===== src/rtl/lenet_pkg.sv =====
// Shared constants and types for the LeNet conv1 feature-map datapath.
// Window geometry, FSM encoding and FIFO record width live here.
package lenet_pkg;

  localparam int IMG_W = 32;
  localparam int IMG_H = 32;
  localparam int K     = 5;
  localparam int OUT_W = IMG_W - K + 1;
  localparam int PIX_W = 8;
  localparam int REC_W = PIX_W + 3;

  typedef enum logic [1:0] {
    IDLE  = 2'd0,
    RUN   = 2'd1,
    DRAIN = 2'd2
  } win_state_e;

endpackage


===== src/rtl/f1_win_reader_if.sv =====
// Window-pixel stream from the f1 window reader to the conv1 MAC array.
// Valid/ready handshake carrying the pixel and its window tags.
interface f1_win_reader_if #(
  parameter int DATA_W = 8
) ();

  logic              pix_valid;
  logic              pix_ready;
  logic [DATA_W-1:0] pix_data;
  logic              pix_first;
  logic              pix_last;
  logic              frame_last;

  modport master (
    output pix_valid, pix_data, pix_first, pix_last, frame_last,
    input  pix_ready
  );

  modport slave (
    input  pix_valid, pix_data, pix_first, pix_last, frame_last,
    output pix_ready
  );

endinterface


===== src/rtl/f1_rd_fifo.sv =====
// Small synchronous FIFO buffering RAM read data plus window tags.
// Caller guarantees no push when full and no pop when empty.
module f1_rd_fifo #(
  parameter  int DEPTH = 4,
  parameter  int W     = 11,
  localparam int PW    = $clog2(DEPTH),
  localparam int CW    = $clog2(DEPTH + 1)
) (
  input  logic          clk,
  input  logic          rst_n,
  input  logic          push,
  input  logic [W-1:0]  wdata,
  input  logic          pop,
  output logic [W-1:0]  rdata,
  output logic [CW-1:0] count
);

  logic [W-1:0]  mem_q [DEPTH];
  logic [W-1:0]  mem_d [DEPTH];
  logic [PW-1:0] wp_q, wp_d;
  logic [PW-1:0] rp_q, rp_d;
  logic [CW-1:0] cnt_q, cnt_d;

  function automatic logic [PW-1:0] nxt(input logic [PW-1:0] p);
    return (p == PW'(DEPTH - 1)) ? '0 : p + PW'(1);
  endfunction

  always_comb begin
    mem_d = mem_q;
    wp_d  = wp_q;
    rp_d  = rp_q;
    cnt_d = cnt_q;
    if (push) begin
      mem_d[wp_q] = wdata;
      wp_d        = nxt(wp_q);
    end
    if (pop) begin
      rp_d = nxt(rp_q);
    end
    unique case ({push, pop})
      2'b10:   cnt_d = cnt_q + CW'(1);
      2'b01:   cnt_d = cnt_q - CW'(1);
      default: cnt_d = cnt_q;
    endcase
  end

  always_ff @(posedge clk or negedge rst_n) begin
    if (!rst_n) begin
      for (int i = 0; i < DEPTH; i++) mem_q[i] <= '0;
      wp_q  <= '0;
      rp_q  <= '0;
      cnt_q <= '0;
    end else begin
      mem_q <= mem_d;
      wp_q  <= wp_d;
      rp_q  <= rp_d;
      cnt_q <= cnt_d;
    end
  end

  assign rdata = mem_q[rp_q];
  assign count = cnt_q;

endmodule


===== src/rtl/f1_win_reader.sv =====
// Raster-order KxK window walker over the conv1 feature RAM.
// Optional stall counter port enabled by F1_WIN_PERF_EN.
module f1_win_reader
  import lenet_pkg::*;
#(
  parameter int IMG_W  = lenet_pkg::IMG_W,
  parameter int IMG_H  = lenet_pkg::IMG_H,
  parameter int K      = lenet_pkg::K,
  parameter int ADDR_W = 10,
  parameter int DATA_W = lenet_pkg::PIX_W,
  parameter int RD_LAT = 2,
  parameter int FIFO_D = 4
) (
  input  logic              rclk,
  input  logic              rst_n,
  input  logic              start,
  output logic              busy,
  output logic              done,
  output logic [ADDR_W-1:0] f1_raddr,
  input  logic [DATA_W-1:0] f1_rdata,
  f1_win_reader_if.master   pix
`ifdef F1_WIN_PERF_EN
  ,
  output logic [15:0]       perf_stall_cnt
`endif
);

  localparam int OW  = IMG_W - K + 1;
  localparam int OH  = IMG_H - K + 1;
  localparam int XW  = $clog2(IMG_W + 1);
  localparam int YW  = $clog2(IMG_H + 1);
  localparam int KW  = $clog2(K + 1);
  localparam int AW1 = ADDR_W + 1;
  localparam int RW  = DATA_W + 3;
  localparam int CW  = $clog2(FIFO_D + 1);
  localparam int LW  = $clog2(IMG_W);

  win_state_e state_q, state_d;
  logic [XW-1:0] ox_q, ox_d;
  logic [YW-1:0] oy_q, oy_d;
  logic [KW-1:0] kx_q, kx_d;
  logic [KW-1:0] ky_q, ky_d;

  logic [RD_LAT-1:0] vld_q, vld_d;
  logic [RD_LAT-1:0] fst_q, fst_d;
  logic [RD_LAT-1:0] lst_q, lst_d;
  logic [RD_LAT-1:0] frl_q, frl_d;

  logic          issue;
  logic          kx_end, ky_end, ox_end, oy_end;
  logic          win_first, win_last, fr_last;
  logic          push, pop, pv;
  logic [RW-1:0] wrec, head;
  logic [CW-1:0] fifo_cnt;
  int            inflight;

  logic [AW1-1:0] row_w, col_w, addr_w;
  logic           addr_unused;

  assign row_w = AW1'(oy_q) + AW1'(ky_q);
  assign col_w = AW1'(ox_q) + AW1'(kx_q);

  if ((IMG_W & (IMG_W - 1)) == 0) begin : g_shift
    assign addr_w = (row_w << LW) + col_w;
  end else begin : g_mul
    assign addr_w = row_w * AW1'(IMG_W) + col_w;
  end

  assign f1_raddr    = addr_w[ADDR_W-1:0];
  assign addr_unused = addr_w[ADDR_W];

  assign kx_end    = (kx_q == KW'(K - 1));
  assign ky_end    = (ky_q == KW'(K - 1));
  assign ox_end    = (ox_q == XW'(OW - 1));
  assign oy_end    = (oy_q == YW'(OH - 1));
  assign win_first = (kx_q == '0) && (ky_q == '0);
  assign win_last  = kx_end && ky_end;
  assign fr_last   = win_last && ox_end && oy_end;

  // Reserve a FIFO slot for every read before it leaves, so nothing is dropped.
  assign inflight = $countones(vld_q);
  assign issue    = (state_q == RUN) &&
                    ((int'(fifo_cnt) + inflight + 1) <= FIFO_D);

  always_comb begin
    state_d = state_q;
    ox_d    = ox_q;
    oy_d    = oy_q;
    kx_d    = kx_q;
    ky_d    = ky_q;
    done    = 1'b0;
    unique case (state_q)
      IDLE: begin
        if (start) begin
          state_d = RUN;
          ox_d    = '0;
          oy_d    = '0;
          kx_d    = '0;
          ky_d    = '0;
        end
      end
      RUN: begin
        if (issue) begin
          kx_d = kx_end ? '0 : kx_q + KW'(1);
          if (kx_end) begin
            ky_d = ky_end ? '0 : ky_q + KW'(1);
            if (ky_end) begin
              ox_d = ox_end ? '0 : ox_q + XW'(1);
              if (ox_end) begin
                oy_d = oy_end ? '0 : oy_q + YW'(1);
              end
            end
          end
          if (fr_last) state_d = DRAIN;
        end
      end
      DRAIN: begin
        if ((inflight == 0) && (fifo_cnt == '0)) begin
          state_d = IDLE;
          done    = 1'b1;
        end
      end
      default: state_d = IDLE;
    endcase
  end

  always_comb begin
    vld_d = (vld_q << 1) | RD_LAT'(issue);
    fst_d = (fst_q << 1) | RD_LAT'(issue && win_first);
    lst_d = (lst_q << 1) | RD_LAT'(issue && win_last);
    frl_d = (frl_q << 1) | RD_LAT'(issue && fr_last);
  end

  always_ff @(posedge rclk or negedge rst_n) begin
    if (!rst_n) begin
      state_q <= IDLE;
      ox_q    <= '0;
      oy_q    <= '0;
      kx_q    <= '0;
      ky_q    <= '0;
      vld_q   <= '0;
      fst_q   <= '0;
      lst_q   <= '0;
      frl_q   <= '0;
    end else begin
      state_q <= state_d;
      ox_q    <= ox_d;
      oy_q    <= oy_d;
      kx_q    <= kx_d;
      ky_q    <= ky_d;
      vld_q   <= vld_d;
      fst_q   <= fst_d;
      lst_q   <= lst_d;
      frl_q   <= frl_d;
    end
  end

  assign push = vld_q[RD_LAT-1];
  assign wrec = {frl_q[RD_LAT-1], lst_q[RD_LAT-1],
                 fst_q[RD_LAT-1], f1_rdata};

  f1_rd_fifo #(
    .DEPTH (FIFO_D),
    .W     (RW)
  ) u_fifo (
    .clk   (rclk),
    .rst_n (rst_n),
    .push  (push),
    .wdata (wrec),
    .pop   (pop),
    .rdata (head),
    .count (fifo_cnt)
  );

  // Outputs are masked to zero when the FIFO is empty.
  assign pv             = (fifo_cnt != '0);
  assign pop            = pv && pix.pix_ready;
  assign pix.pix_valid  = pv;
  assign pix.pix_data   = pv ? head[DATA_W-1:0] : '0;
  assign pix.pix_first  = pv && head[DATA_W];
  assign pix.pix_last   = pv && head[DATA_W+1];
  assign pix.frame_last = pv && head[DATA_W+2];
  assign busy           = (state_q != IDLE);

`ifdef F1_WIN_PERF_EN
  logic [15:0] stall_q, stall_d;

  always_comb begin
    stall_d = stall_q;
    if ((state_q == IDLE) && start) begin
      stall_d = '0;
    end else if (pv && !pix.pix_ready && (stall_q != 16'hFFFF)) begin
      stall_d = stall_q + 16'd1;
    end
  end

  always_ff @(posedge rclk or negedge rst_n) begin
    if (!rst_n) stall_q <= '0;
    else        stall_q <= stall_d;
  end

  assign perf_stall_cnt = stall_q;
`endif

endmodule


===== src/flat_wrapper.sv =====
// flat-port wrapper written by rule: the top's interface ports become plain ports
module f1_win_reader_flat import lenet_pkg::*;
#(
  parameter int IMG_W  = lenet_pkg::IMG_W,
  parameter int IMG_H  = lenet_pkg::IMG_H,
  parameter int K      = lenet_pkg::K,
  parameter int ADDR_W = 10,
  parameter int DATA_W = lenet_pkg::PIX_W,
  parameter int RD_LAT = 2,
  parameter int FIFO_D = 4
)
  (rclk, rst_n, start, busy, done, f1_raddr, f1_rdata, pix_pix_valid, pix_pix_data, pix_pix_first, pix_pix_last, pix_frame_last, pix_pix_ready);
  f1_win_reader_if #(.DATA_W(DATA_W)) pix_i ();
  input  logic rclk;
  input  logic rst_n;
  input  logic start;
  output logic busy;
  output logic done;
  output logic [ADDR_W-1:0] f1_raddr;
  input  logic [DATA_W-1:0] f1_rdata;
  output wire logic [$bits(pix_i.pix_valid)-1:0] pix_pix_valid;
  output wire logic [$bits(pix_i.pix_data)-1:0] pix_pix_data;
  output wire logic [$bits(pix_i.pix_first)-1:0] pix_pix_first;
  output wire logic [$bits(pix_i.pix_last)-1:0] pix_pix_last;
  output wire logic [$bits(pix_i.frame_last)-1:0] pix_frame_last;
  input wire logic [$bits(pix_i.pix_ready)-1:0] pix_pix_ready;
  assign pix_pix_valid = pix_i.pix_valid;
  assign pix_pix_data = pix_i.pix_data;
  assign pix_pix_first = pix_i.pix_first;
  assign pix_pix_last = pix_i.pix_last;
  assign pix_frame_last = pix_i.frame_last;
  assign pix_i.pix_ready = pix_pix_ready;
  f1_win_reader #(.IMG_W(IMG_W), .IMG_H(IMG_H), .K(K), .ADDR_W(ADDR_W), .DATA_W(DATA_W), .RD_LAT(RD_LAT), .FIFO_D(FIFO_D)) u_core (.rclk(rclk), .rst_n(rst_n), .start(start), .busy(busy), .done(done), .f1_raddr(f1_raddr), .f1_rdata(f1_rdata), .pix(pix_i));
endmodule

===== config.mk =====
export PLATFORM = sky130hd
export DESIGN_NAME = f1_win_reader_flat
export DESIGN_NICKNAME = d
export VERILOG_FILES = /design/src/rtl/lenet_pkg.sv /design/src/rtl/f1_win_reader_if.sv /design/src/rtl/f1_rd_fifo.sv /design/src/rtl/f1_win_reader.sv /design/src/flat_wrapper.sv
export SDC_FILE = /design/constraint.sdc
export NUM_CORES = 1
export LEC_CHECK = 0
export BUFFER_PORTS_ARGS = -buffer_cell sky130_fd_sc_hd__buf_2
export CORE_ASPECT_RATIO = 1.4
export CORE_UTILIZATION = 50
export CTS_CLUSTER_DIAMETER = 150
export DETAILED_ROUTE_END_ITERATION = 8
export HOLD_SLACK_MARGIN = 0.06
export PLACE_DENSITY = 0.67
export SLEW_MARGIN = 40
export SYNTH_ARGS = -nofsm -noshare
export SYNTH_HDL_FRONTEND = slang
export SYNTH_HIERARCHICAL = 1
export SYNTH_SLANG_ARGS = --single-unit

===== constraint.sdc =====
create_clock -name rclk -period 3.1 [get_ports rclk]
set_clock_uncertainty 0.2 [all_clocks]
set_input_delay 0.62 -clock rclk [delete_from_list [all_inputs] [get_ports rclk]]
set_output_delay 0.62 -clock rclk [all_outputs]
set_load 0.03 [all_outputs]

==> impl_results.md <==
* Status: finished clean
* Register area share after synthesis at 0.464
* # port buffers at 35
* Metal-1 WL at between 3000 and 4000 µm
* Leakage at 2.32 nW
* Worst EP arrival at ~2.2 ns
* Placed insts at around 480
* Layout cells sized above 1 at 0.331
* Top cells by area, synth: dfrtp_1 46%, mux2_2 12%, ha_1 6.8%, mux4_2 5.3%, xnor2_1 2.5%
* Via density per instance at between 5 and 6
* Req. time, crit path at roughly 2.3 ns
* Reg2reg setup slack at ~0.34 ns
* H-tree depth at 3
* Post-Syn Instances at between 300 and 400
* Routed vias at roughly 2800
* Internal at approximately 3.2 mW
* Clock Latency Late Sink at between 0.3 and 0.4 ns
* RSZ-0062 raised after global routing: yes
* Max clock buf depth at 2
* Least-Margin Pin Slew at roughly 0.72 ns
* Final nets at between 400 and 500
* Core area at 0.00820 mm²
* # diodes at 0
* Initial antenna violation count at 0
* Startpoint Class: flip-flop
* Area growth syn-to-layout at 14.5%
* Die Wd at 80 µm
* Die extent in y at ~110 µm
* Crit Path Max Fanout at 4
* Gate power share at 0.464
* TritonCTS Sinks at between 70 and 80
* CTS clk-pin slew, worst paths at 0.06 ns
* Synthesized Nets at about 400
* RR Startpoint: u_core/vld_q[1]
* Largest net degree at the start of global routing at 80
* Synth cell types at a little over 50
* Top-area cell type share of the netlist area at 0.464
* Non-filler cells in the finished layout at approximately 500
* Routability cong. at between 0.7 and 0.8
* WL/cell at between 15 and 20 µm
* CP endpoint kind: output pin
* Synth Cell Area at between 0.004 and 0.005 mm²
* DR pass1 iterations at 5
* Power Density at ~1100 mW/mm²
* Tmin final at about 3 ns
* Delay-heaviest family, CP: adder cells
* Part of the power in registers at 0.330
* Slowest-stage cell, CP: fa_2
* Overall global routing resource usage at 0.198
* Reg2Reg Capture Point: u_core/oy_q[4]
* Net Sw Frac at 0.389
* Worst path cell trace: ha_2, fa_2, nand4_1, o21ai_2, nand3_2, xnor2_1, buf_4
* Wire length on met2 at roughly 4300 µm
* Synth warnings at 6
* Total grt overflow at 0
* CTS tree: done
* Final worst-path cycle share at 0.986
* Hold_buf cts at 0
* Fin. max-slew vios at 0
* DRC at 0
* Final HPWL DP at about 5600 µm
* P_sw at approximately 2 mW
* Global-route wire length before repair at 13300 µm
* Final worst-path setup slack at between 0.04 and 0.05 ns
* Final WL at roughly 8000 µm
* Slowest stage delay, CP at 0.58 ns
* Pre-CTS setup slack at between 0.2 and 0.25 ns
* Fmax at ~330 MHz
* FFs w/ async S/R, synth at 1.00
* Synth Flop Type: dfrtp_1
* Die area at 0.00890 mm²
* Detailed Route Iter0 Violations at between 150 and 200
* EDFF count, synth at 0
* Met3 routed WL at approximately 270 µm
* Synth Register Bits at slightly below 80
* Buf+Inv Stages, Crit Path at 1
* Hold/Removal Path Class: in -> async
* Slew margin rel. at 0.518
* Setup violations, final at 0
* Top-Level Pins at 36
* Clk pwr share at 0.206
* Max Cap Viol at 0
* CTS Buf Count at 9
* Initial Util at 0.520
* Syn avg cell area at between 10 and 15 µm²
* Top Layer Used: met4
* Cells on worst reg2reg path at 10
* Hold Vio Cnt, Final at 0
* VDD IR-drop max at 0.775 mV
* ANT nets after route at 0
* Vias in the first global route at around 2800
* TNS Setup at 0 ns
* Leading area contributor after synthesis: dfrtp_1
* Critical path class: reg -> out
* # rows at 39
* Clock Tree Root: clkbuf_16
## flip-flops by register name (all words and copies together), names as in the netlist
name,count
u_core/frl_q,2
u_core/u_fifo/wp_q,2
u_core/oy_q,6
u_core/lst_q,2
u_core/fst_q,2
u_core/state_q,2
u_core/u_fifo/mem_q,44
u_core/vld_q,2
u_core/u_fifo/count,3
u_core/ox_q,6
u_core/kx_q,3
u_core/ky_q,3
u_core/u_fifo/rp_q,2
## final cells by class
type	instances	area (µm²)
Sequential cell	79	1980
Tap cell	102	128
Clock inverter	5	56.3
Multi-Input combinational cell	239	2130
Fill cell	681	3320
Timing Repair Buffer	43	249
Inverter	22	82.6
Clock buffer	11	253
## metal layers
layer	GRT usage	up-vias
met5	0	-
met4	0.0536	0
met3	0.0494	6
met2	0.348	54
met1	0.237	1426
li1	-	1332
## cell usage in the layout (no fill, tap or decap), drive strengths merged, types with 5 or more instances in the layout
cell,netlist,layout
mux4,11,11
o21ai,17,17
a21o,5,5
nand3,9,9
xor2,7,7
dfrtp,79,79
nor2b,13,13
xnor2,12,12
mux2,46,46
nand4,5,5
a21oi,10,10
buf,8,43
clkbuf,3,11
nor2,16,16
nand2,26,26
ha,23,23
inv,22,22
## worst max path at each step
stage                               from           to  slack [ns]  cells after the start
after floorplan           u_core/oy_q[0]  f1_raddr[9]        0.14                      6
after global placement    u_core/oy_q[0]  f1_raddr[9]        0.24                      7
after detailed placement  u_core/oy_q[0]  f1_raddr[9]        0.22                      7
after CTS                 u_core/oy_q[0]  f1_raddr[9]      -0.007                      7
after global routing      u_core/oy_q[0]  f1_raddr[9]       -0.06                      7
final                     u_core/ky_q[0]  f1_raddr[9]        0.04                      7
## synthesized netlist by cell type (all sizes together), types with 3 or more instances
cell type / count
inv: 22
clkbuf: 3
a21oi: 10
a21o: 5
nor2b: 13
fa: 3
xor2: 7
o41ai: 3
nand4: 5
mux2: 46
mux4: 11
a211oi: 3
xnor2: 12
ha: 23
nand3: 9
nor2: 16
o21ai: 17
nor3: 3
dfrtp: 79
buf: 8
nand2: 26
nand2b: 3
## metrics by stage
step           power (mW)  cell area [µm²]  hold slack, ns  utilization
2_1_floorplan        3.60             4260           0.124            -
3_3_place_gp         4.01             4510           0.137        0.551
3_5_place_dp         4.10             4520           0.140        0.551
4_1_cts              5.22             4850           0.153        0.592
5_1_grt              5.53             4870           0.154        0.595
6_report             5.16             4870           0.115        0.595
## cell families (layout without fill, tap and decap cells)
logic type,Yosys count,in the layout,synth area share
xor+xnor,19,19,0.0391
buf+inv,33,81,0.0402
fa+ha+maj,26,26,0.0817
flops,79,79,0.464
mux,57,57,0.181
simple gates,86,86,0.105
compound gates,51,51,0.0890
## worst register-to-register path: stages, from the launching register on
cell      delay, ns
dfrtp_1        0.49
inv_1          0.08
ha_1           0.29
inv_1          0.05
ha_1           0.15
inv_1          0.07
a211oi_4       0.32
nor2_2         0.17
o41ai_4        0.50
nand2_4        0.12
o31ai_2        0.23
## power groups by stage
stage | clock network, mW | registers (mW) | logic (mW)
3_5_place_dp | 0 | 1.73 | 2.37
2_1_floorplan | 0 | 1.64 | 1.97
6_report | 1.06 | 1.70 | 2.40
3_3_place_gp | 0 | 1.70 | 2.31
5_1_grt | 1.14 | 1.75 | 2.63
4_1_cts | 1.09 | 1.71 | 2.42
## timing repair
item,in CTS,in global routing
setup buffers,2,1
endpoints found under the setup margin,3,3
gates resized for setup,5,6
pin swaps,0,3
(Power assumes the default switching activity.)
